`config.mk`:
```
export PLATFORM = sky130hd
export DESIGN_NAME = sift_stream_host
export DESIGN_NICKNAME = d
export VERILOG_FILES = /design/src/rtl/sift_stream_host_pkg.sv /design/src/rtl/sift_sync_fifo.sv /design/src/rtl/sift_stream_host.sv
export SDC_FILE = /design/constraint.sdc
export NUM_CORES = 2
export LEC_CHECK = 0
export CORE_MARGIN = 2
export CORE_UTILIZATION = 55
export DETAILED_ROUTE_END_ITERATION = 8
export DONT_BUFFER_PORTS = 1
export GPL_TIMING_DRIVEN = 0
export PLACE_DENSITY = 0.73
export SKIP_CTS_REPAIR_TIMING = 1
export SLEW_MARGIN = 10
export SYNTH_ARGS = -nofsm -noshare
export SYNTH_HDL_FRONTEND = slang
export SYNTH_SLANG_ARGS = --single-unit
```
`constraint.sdc`:
```
create_clock -name axis_clk_i -period 3.9 [get_ports axis_clk_i]
set_clock_uncertainty 0.15 [all_clocks]
set_input_delay 0.78 -clock axis_clk_i [delete_from_list [all_inputs] [get_ports axis_clk_i]]
set_output_delay 0.78 -clock axis_clk_i [all_outputs]
set_load 0.005 [all_outputs]
```
`src/rtl/sift_stream_host_pkg.sv`:
```
// Shared definitions for the SIFT stream host: transfer FSM states and default widths.
package sift_stream_host_pkg;

    localparam int unsigned DEF_DATA_W  = 32;
    localparam int unsigned DEF_LEN_W   = 16;
    localparam int unsigned DEF_FIFO_AW = 6;

    typedef enum logic [1:0] {
        ST_IDLE = 2'd0,
        ST_SEND = 2'd1,
        ST_RECV = 2'd2,
        ST_DONE = 2'd3
    } state_t;

endpackage

```
`src/rtl/sift_sync_fifo.sv`:
```
// Synchronous first-word-fall-through FIFO with full/empty flags.
module sift_sync_fifo
    import sift_stream_host_pkg::*;
#(
    parameter int unsigned DATA_W  = DEF_DATA_W,
    parameter int unsigned FIFO_AW = DEF_FIFO_AW
) (
    input  logic              clk_i,
    input  logic              rst_i,
    input  logic              wr_i,
    input  logic [DATA_W-1:0] wdata_i,
    input  logic              rd_i,
    output logic [DATA_W-1:0] rdata_o,
    output logic              full_o,
    output logic              empty_o
);

    localparam int unsigned DEPTH = 2 ** FIFO_AW;

    logic [DATA_W-1:0]  mem_q [DEPTH];
    logic [FIFO_AW:0]   wptr_q, wptr_d;
    logic [FIFO_AW:0]   rptr_q, rptr_d;
    logic               push, pop;

    assign empty_o = (wptr_q == rptr_q);
    assign full_o  = (wptr_q[FIFO_AW] != rptr_q[FIFO_AW]) &&
                     (wptr_q[FIFO_AW-1:0] == rptr_q[FIFO_AW-1:0]);

    // A pop frees the head slot in the same cycle, so a full FIFO still takes the push.
    assign push = wr_i && (!full_o || rd_i);
    assign pop  = rd_i && !empty_o;

    always_comb begin
        wptr_d = wptr_q;
        rptr_d = rptr_q;
        if (push) wptr_d = wptr_q + (FIFO_AW+1)'(1);
        if (pop)  rptr_d = rptr_q + (FIFO_AW+1)'(1);
    end

    always_ff @(posedge clk_i) begin
        if (rst_i) begin
            wptr_q <= '0;
            rptr_q <= '0;
        end else begin
            wptr_q <= wptr_d;
            rptr_q <= rptr_d;
        end
    end

    always_ff @(posedge clk_i) begin
        if (push) mem_q[wptr_q[FIFO_AW-1:0]] <= wdata_i;
    end

    assign rdata_o = empty_o ? '0 : mem_q[rptr_q[FIFO_AW-1:0]];

endmodule

```
`src/rtl/sift_stream_host.sv`:
```
// Host side of the SIFT core stream pair: sends one tlast-terminated frame from the
// TX FIFO, then collects a fixed count of result words into the RX FIFO.
module sift_stream_host
    import sift_stream_host_pkg::*;
#(
    parameter int unsigned DATA_W  = DEF_DATA_W,
    parameter int unsigned FIFO_AW = DEF_FIFO_AW,
    parameter int unsigned LEN_W   = DEF_LEN_W
) (
    input  logic              axis_clk_i,
    input  logic              axis_rst_i,
    input  logic              start_i,
    input  logic [LEN_W-1:0]  tx_len_i,
    input  logic [LEN_W-1:0]  rx_len_i,
    input  logic              tx_wr_i,
    input  logic [DATA_W-1:0] tx_wdata_i,
    output logic              tx_full_o,
    input  logic              rx_rd_i,
    output logic [DATA_W-1:0] rx_rdata_o,
    output logic              rx_empty_o,
    output logic              busy_o,
    output logic              done_o,
    output logic              err_o,
    input  logic              mem_ovfl_i,
    output logic              m_axis_tvalid_o,
    input  logic              m_axis_tready_i,
    output logic              m_axis_tlast_o,
    output logic [DATA_W-1:0] m_axis_tdata_o,
    input  logic              s_axis_tvalid_i,
    output logic              s_axis_tready_o,
    input  logic [DATA_W-1:0] s_axis_tdata_i
);

    state_t             state_q, state_d;
    logic [LEN_W-1:0]   tx_len_q, tx_len_d;
    logic [LEN_W-1:0]   rx_len_q, rx_len_d;
    logic [LEN_W-1:0]   tx_cnt_q, tx_cnt_d;
    logic [LEN_W-1:0]   rx_cnt_q, rx_cnt_d;
    logic               err_q, err_d;

    logic               tx_pop, tx_empty;
    logic [DATA_W-1:0]  tx_head;
    logic               rx_push, rx_full;

    sift_sync_fifo #(
        .DATA_W  (DATA_W),
        .FIFO_AW (FIFO_AW)
    ) u_tx_fifo (
        .clk_i   (axis_clk_i),
        .rst_i   (axis_rst_i),
        .wr_i    (tx_wr_i),
        .wdata_i (tx_wdata_i),
        .rd_i    (tx_pop),
        .rdata_o (tx_head),
        .full_o  (tx_full_o),
        .empty_o (tx_empty)
    );

    sift_sync_fifo #(
        .DATA_W  (DATA_W),
        .FIFO_AW (FIFO_AW)
    ) u_rx_fifo (
        .clk_i   (axis_clk_i),
        .rst_i   (axis_rst_i),
        .wr_i    (rx_push),
        .wdata_i (s_axis_tdata_i),
        .rd_i    (rx_rd_i),
        .rdata_o (rx_rdata_o),
        .full_o  (rx_full),
        .empty_o (rx_empty_o)
    );

    always_comb begin
        state_d         = state_q;
        tx_len_d        = tx_len_q;
        rx_len_d        = rx_len_q;
        tx_cnt_d        = tx_cnt_q;
        rx_cnt_d        = rx_cnt_q;
        err_d           = err_q;
        m_axis_tvalid_o = 1'b0;
        m_axis_tlast_o  = 1'b0;
        s_axis_tready_o = 1'b0;
        busy_o          = 1'b0;
        done_o          = 1'b0;
        tx_pop          = 1'b0;
        rx_push         = 1'b0;

        unique case (state_q)
            ST_IDLE: begin
                if (start_i) begin
                    err_d    = 1'b0;
                    tx_len_d = tx_len_i;
                    rx_len_d = rx_len_i;
                    tx_cnt_d = '0;
                    rx_cnt_d = '0;
                    if (tx_len_i == '0 || rx_len_i == '0) err_d   = 1'b1;
                    else                                  state_d = ST_SEND;
                end
            end
            ST_SEND: begin
                busy_o = 1'b1;
                // Overflow drops the handshake in the same cycle so no word is lost.
                if (mem_ovfl_i) begin
                    err_d   = 1'b1;
                    state_d = ST_IDLE;
                end else begin
                    m_axis_tvalid_o = !tx_empty;
                    m_axis_tlast_o  = m_axis_tvalid_o && (tx_cnt_q == tx_len_q - LEN_W'(1));
                    if (m_axis_tvalid_o && m_axis_tready_i) begin
                        tx_pop   = 1'b1;
                        tx_cnt_d = tx_cnt_q + LEN_W'(1);
                        if (m_axis_tlast_o) state_d = ST_RECV;
                    end
                end
            end
            ST_RECV: begin
                busy_o = 1'b1;
                if (mem_ovfl_i) begin
                    err_d   = 1'b1;
                    state_d = ST_IDLE;
                end else begin
                    s_axis_tready_o = !rx_full;
                    if (s_axis_tready_o && s_axis_tvalid_i) begin
                        rx_push  = 1'b1;
                        rx_cnt_d = rx_cnt_q + LEN_W'(1);
                        if (rx_cnt_q == rx_len_q - LEN_W'(1)) state_d = ST_DONE;
                    end
                end
            end
            ST_DONE: begin
                done_o  = 1'b1;
                state_d = ST_IDLE;
            end
            default: state_d = ST_IDLE;
        endcase
    end

    assign m_axis_tdata_o = m_axis_tvalid_o ? tx_head : '0;
    assign err_o          = err_q;

    always_ff @(posedge axis_clk_i) begin
        if (axis_rst_i) begin
            state_q  <= ST_IDLE;
            tx_len_q <= '0;
            rx_len_q <= '0;
            tx_cnt_q <= '0;
            rx_cnt_q <= '0;
            err_q    <= 1'b0;
        end else begin
            state_q  <= state_d;
            tx_len_q <= tx_len_d;
            rx_len_q <= rx_len_d;
            tx_cnt_q <= tx_cnt_d;
            rx_cnt_q <= rx_cnt_d;
            err_q    <= err_d;
        end
    end

endmodule

```
Yosys cells after proc, flatten, opt, wreduce, memory -nomap -nowiden
Memory sizes are Yosys's and may differ from the RTL's. A register that Yosys moved wholly into a read port is not among the register bits.
Cells that the tools add are included.
{"block": "word_totals", "mem_count": 2, "mem_bits_rw": 4096, "ff_bits": 95, "wordCells": 115, "output_inout_bits": 72, "inputBits": 104}
{"block": "op_classes", "mux": 45, "n_addsub": 8, "reduce_logical": 28, "n_eq_ne": 22}
{"name": "u_rx_fifo.mem_q", "depth": 64, "word_bits": 32, "read_ports": 1, "rd_ports_with_merged_regs": 1, "wr": 1, "line_no": "sift_sync_fifo.sv:20", "source": "logic [DATA_W-1:0] mem_q [DEPTH];"}
{"name": "u_tx_fifo.mem_q", "depth": 64, "word_bits": 32, "read_ports": 1, "rd_ports_with_merged_regs": 1, "wr": 1, "line_no": "sift_sync_fifo.sv:20"}
{"op": "2-to-1 mux 32 bit", "n": 3}
{"op": "2-to-1 mux 16 bit", "n": 5}
{"op": "case mux 16 bit (2 select lines)", "n": 2}
{"op": "adder 16 x 1 -> 16 bit, second input constant", "n": 2}
{"op": "== test 16 bit", "n": 2}
{"op": "zero test 16 bit", "n": 2}
{"op": "subtractor 16 x 1 -> 16 bit, second input constant", "n": 2}
{"op": "adder 7 x 1 -> 7 bit, second input constant", "n": 4}
{"op": "2-to-1 mux 6 bit", "n": 4}
{"op": "2-to-1 mux 1 bit", "n": 21}
{"op": "2-to-1 mux 2 bit", "n": 8}
{"op": "== test 7 bit", "n": 2}
{"op": "== test 6 bit", "n": 2}
{"op": "!= test 2 bit, second input constant", "n": 6}
{"op": "!= test 3 bit, second input constant", "n": 4}
{"op": "logical AND 1 bit", "n": 9}
{"op": "case mux 2 bit (4 select lines)", "n": 1}
{"op": "AND reduction 4 bit", "n": 2}
{"op": "AND reduction 6 bit", "n": 1}
{"op": "nonzero test 2 bit", "n": 3}
{"op": "== test 2 bit, second input constant", "n": 2}
{"op": "zero test 1 bit", "n": 4}
{"op": "logical OR 1 bit", "n": 3}
{"op": "AND reduction 3 bit", "n": 1}
{"op": "7 further kinds", "n": 8}

Longest topological paths before layout
{"block": "depth", "ltp_word": 10, "mapped_depth": 10, "ltp_nobuf": 10}

Hierarchy
A second synthesis with hierarchy kept.
{"block": "hier_totals", "hier_cells": 7394, "hier_area_um2": 163036.4}
{"mod": "sift_sync_fifo (u_tx_fifo)", "area_per_inst_um2": 79507.5, "instances": 1, "cells_per_inst": 3385, "seq_area_each_um2": 61899.4}
{"mod": "sift_sync_fifo (u_rx_fifo)", "area_per_inst_um2": 79381.1, "instances": 1, "cells_per_inst": 3465, "seq_area_each_um2": 61899.4}
{"mod": "sift_stream_host", "area_per_inst_um2": 4147.7, "instances": 1, "cells_per_inst": 544, "seq_area_each_um2": 1341.3}

Worst setup path after synthesis
OpenSTA, ideal clock, no wires.
{"block": "synth_path", "path_type": "input to register", "start": "input mem_ovfl_i", "end": "memory u_rx_fifo.mem_q[54][0] (netlist name) (enable)", "arrival_ns": 3.383, "setup_ns": 0.421, "path_slack_ns": -0.054, "n_path_buf": 1, "path_stages": 6, "t_required_ns": 3.329, "path_cell_list": "nor2b_1 -> o311a_1 -> clkbuf_1 -> nor2b_1 -> nand3_1 -> nor2_1"}
{"block": "synth_via", "elab_chain_len": 5}
{"element": "from (decl)", "line_no": "sift_stream_host.sv:24", "source": "input logic mem_ovfl_i,"}
{"element": "2-to-1 mux 1 bit", "line_no": "sift_stream_host.sv:118", "source": "if (mem_ovfl_i) begin"}
{"element": "2-to-1 mux 1 bit", "line_no": "sift_stream_host.sv:88", "source": "unique case (state_q)"}
{"element": "logical AND 1 bit", "line_no": "sift_sync_fifo.sv:30", "source": "assign push = wr_i && (!full_o || rd_i);"}
{"element": "2-to-1 mux 1 bit", "line_no": "sift_sync_fifo.sv:51", "source": "if (push) mem_q[wptr_q[FIFO_AW-1:0]] <= wdata_i;"}
{"element": "2-to-1 mux 1 bit (implied by the code)", "line_no": "sift_sync_fifo.sv:51"}
{"element": "to (decl)", "line_no": "sift_sync_fifo.sv:20"}
Every way passes these cells.

==> flow_summary.json <==
{
  "drt_iter0_drc": 13970,
  "vias": 82250,
  "vias_per_cell": 7.017,
  "cts_max_path_buffers": 4,
  "cts_tree": "yes",
  "cap_violations": 0,
  "fin_crit_ns": 5.051,
  "p_per_area_nw_per_um2": 483.1,
  "die_h_microns": 545.6,
  "dp_hpwl_microns": 262700,
  "worstPathRequired_ns": 2.97,
  "postLayoutSetupSlackWorst_ns": -1.151,
  "final_util_pct": 64.90,
  "io_buffers": 0,
  "yosys.area.top_type": "edfxtp_1",
  "finalMaxSlewViolations": 0,
  "synth_nets": 6834,
  "fin_crit_sh_pct": 129.5,
  "grt_overflow": 0,
  "whs_ns": -0.009245,
  "grt_pass1_wl_microns": 607000,
  "crit_top_cell": "mux4_2",
  "start_util_pct": 55.37,
  "ys_seq_area_share_pct": 77.58,
  "synthCells": 6718,
  "areaGrowthSynthToFinish_pct": 17.21,
  "relSlewSlack_pct": 6.049,
  "violations": "hold timing, setup timing",
  "dieWidth_microns": 545.6,
  "synthArstFlopShare_pct": 0,
  "drtPass1Iterations": 6,
  "cts_inserted_buffers": 406,
  "antenna_left": 0,
  "finalHoldViolCount": 5,
  "grt_pass1_vias": 79160,
  "rsz0062_at_grt": "true",
  "final_cells": 11720,
  "ys_warn_count": 0,
  "track_usage_pct": 29.08,
  "synth_ff_type": "edfxtp_1",
  "ioPinCount": 176,
  "drive_above_1_share_pct": 34.61,
  "yosys.area_share.simple_pct": 1.572,
  "dp.cells": 10760,
  "insertion_delay_ns": 1.00,
  "avgSynthCellArea_sq_um": 24.01,
  "arrival_ns": 4.12,
  "netlist_area_sq_um": 161300,
  "grt_max_degree": 65,
  "ir_drop_uv": 665.3,
  "tightestPinTransition_ns": 1.409,
  "setup_tns_ns": -1021.43,
  "synth_compound_area_share_pct": 0.5934,
  "die_area_sq_um": 297600,
  "path_class": "reg2out",
  "clock_sinks": 4203,
  "multi_input_area_sq_um": 36030,
  "clockRootBuffer": "clkbuf_16",
  "max_stage_delay_ns": 0.63,
  "yosys.area_share.adder_pct": 0.09308,
  "synth_edf_count": 4096,
  "wirelength_microns": 469100,
  "finalSetupViolCount": 3296,
  "outcome": "finished, violations left",
  "ys_top_cells_by_area": "edfxtp_1 76%, mux4_2 19%, dfxtp_1 1.3%",
  "layout_commonest_cell": "edfxtp_1",
  "route.detailed.drc": 0,
  "layout_common_cells": "4096 x edfxtp_1, 1327 x mux4_2, 414 x clkbuf_16",
  "post_drt_wl_per_cell_microns": 40.02,
  "hold_path.class": "in2reg",
  "clk_pin_slew_worst_paths_ns": 0.07,
  "power_leakage_nw": 57.03,
  "ys_ff_latch": 4203,
  "cp_max_fo": 10,
  "nFillCells": 17460,
  "core_sq_um": 291300,
  "synth_top_family_by_area": "multiplexers",
  "layout.nets": 7596,
  "cp-end-kind": "output port",
  "fmax_mhz": 198.0,
  "path_cells": "clkbuf_4, buf_4, clkbuf_4, mux4_2, mux4_2, mux4_2, nor2b_1",
  "std_cell_rows": 198,
  "muxShareOfSynthArea_pct": 18.68,
  "crit_slowest_cell": "mux4_2",
  "synth_xor_area_share_pct": 0.5050,
  "htreeDepth": 5,
  "synthDistinctLibCells": 62,
  "worst_setup_path_start_kind": "flop",
  "yosysTopAreaCellShare_pct": 76.25,
  "routabilityCongestion": 0.8911,
  "antenna_found_initial": 32,
  "regArea_sq_um": 125100
}
==> stage by stage <==
step / area, sq um / worst slack, ns / total power [mW]
floorplan: 161300 / -0.05395 / 51.60
global placement: 166200 / -3.533 / 52.01
detailed placement: 170400 / -1.701 / 52.07
CTS: 183400 / -2.711 / 90.06
global route: 189000 / -1.110 / 93.04
finish: 189100 / -1.151 / 91.33
==> registers in the layout, summed over array words and instances, names as in the netlist, 16 cells and up, named ones only <==
register / flops
u_tx_fifo.mem_q: 2048
rx_cnt_q: 16
tx_len_q: 16
rx_len_q: 16
u_rx_fifo.mem_q: 2048
tx_cnt_q: 16
==> metal layers <==
layer	GRT usage, %	share of wire, %
met5	0	0.038
met4	15.06	7.1
met3	8.052	13
met2	46.20	48
met1	37.04	32
==> Yosys cell counts (all sizes together), types with 3 or more instances <==
master / number
o31ai: 5
and2: 31
dfxtp: 107
buf: 159
or3b: 4
and3: 12
nand2b: 4
nand3: 33
nand2: 113
nor3: 19
mux4: 1327
a211oi: 38
nor2b: 43
nand3b: 5
nor3b: 3
nor4: 21
nor2: 209
mux2i: 24
xor2: 49
edfxtp: 4096
xnor2: 44
a21oi: 59
nand4: 14
inv: 19
ha: 12
o21ai: 20
clkbuf: 196
and4: 3
o21a: 4
or3: 15
or4: 3
==> critical path: cells and delay by family, from the launching register on <==
kind                   cells  cell delay [ns]
buffers and inverters      3             0.96
muxes                      3             1.62
and+or+nand+nor            1             0.19
DFF                        1             0.33
==> final timing paths <==
| check | end | start | slack [ns] | cells past startpoint |
|---|---|---|---|---|
| hold / removal | err_o | rx_len_i[2] | -0.009 | 3 |
| setup reg to reg | u_rx_fifo.mem_q[9][16] | u_rx_fifo.wptr_q[4] | -0.79 | 9 |
| hold reg to reg | tx_len_q[11] | tx_len_q[11] | 0.35 | 2 |
| setup / recovery | rx_rdata_o[6] | flop | -1.15 | 7 |
==> layout make-up <==
cell class	instances	area share, %
Tap cell	3900	2.581
Sequential cell	4203	66.19
Antenna cell	11	0.01456
Multi-Input combinational cell	2141	19.06
Inverter	19	0.03772
Timing Repair Buffer	355	3.569
Buffer	354	1.668
Clock buffer	518	5.741
Clock inverter	220	1.144
==> logic make-up (layout without fill, tap and decap cells) <==
logic type | count (synthesis) | count (layout)
muxes | 1352 | 1352
DFF | 4203 | 4203
adders and majority gates | 12 | 12
xor gates and xnor gates | 93 | 93
and+or+nand+nor | 537 | 537
AOI/OAI and AO/OA | 147 | 147
buffers and inverters | 374 | 1466
other | 0 | 11
==> report_power, final <==
part	switching [mW]	internal [mW]	total, mW
logic	1.66	0.912	2.57
clock network	17.5	21.6	39.1
registers	0.0727	49.6	49.7
total	19.2	72.2	91.3
(Power assumes the default switching activity.)
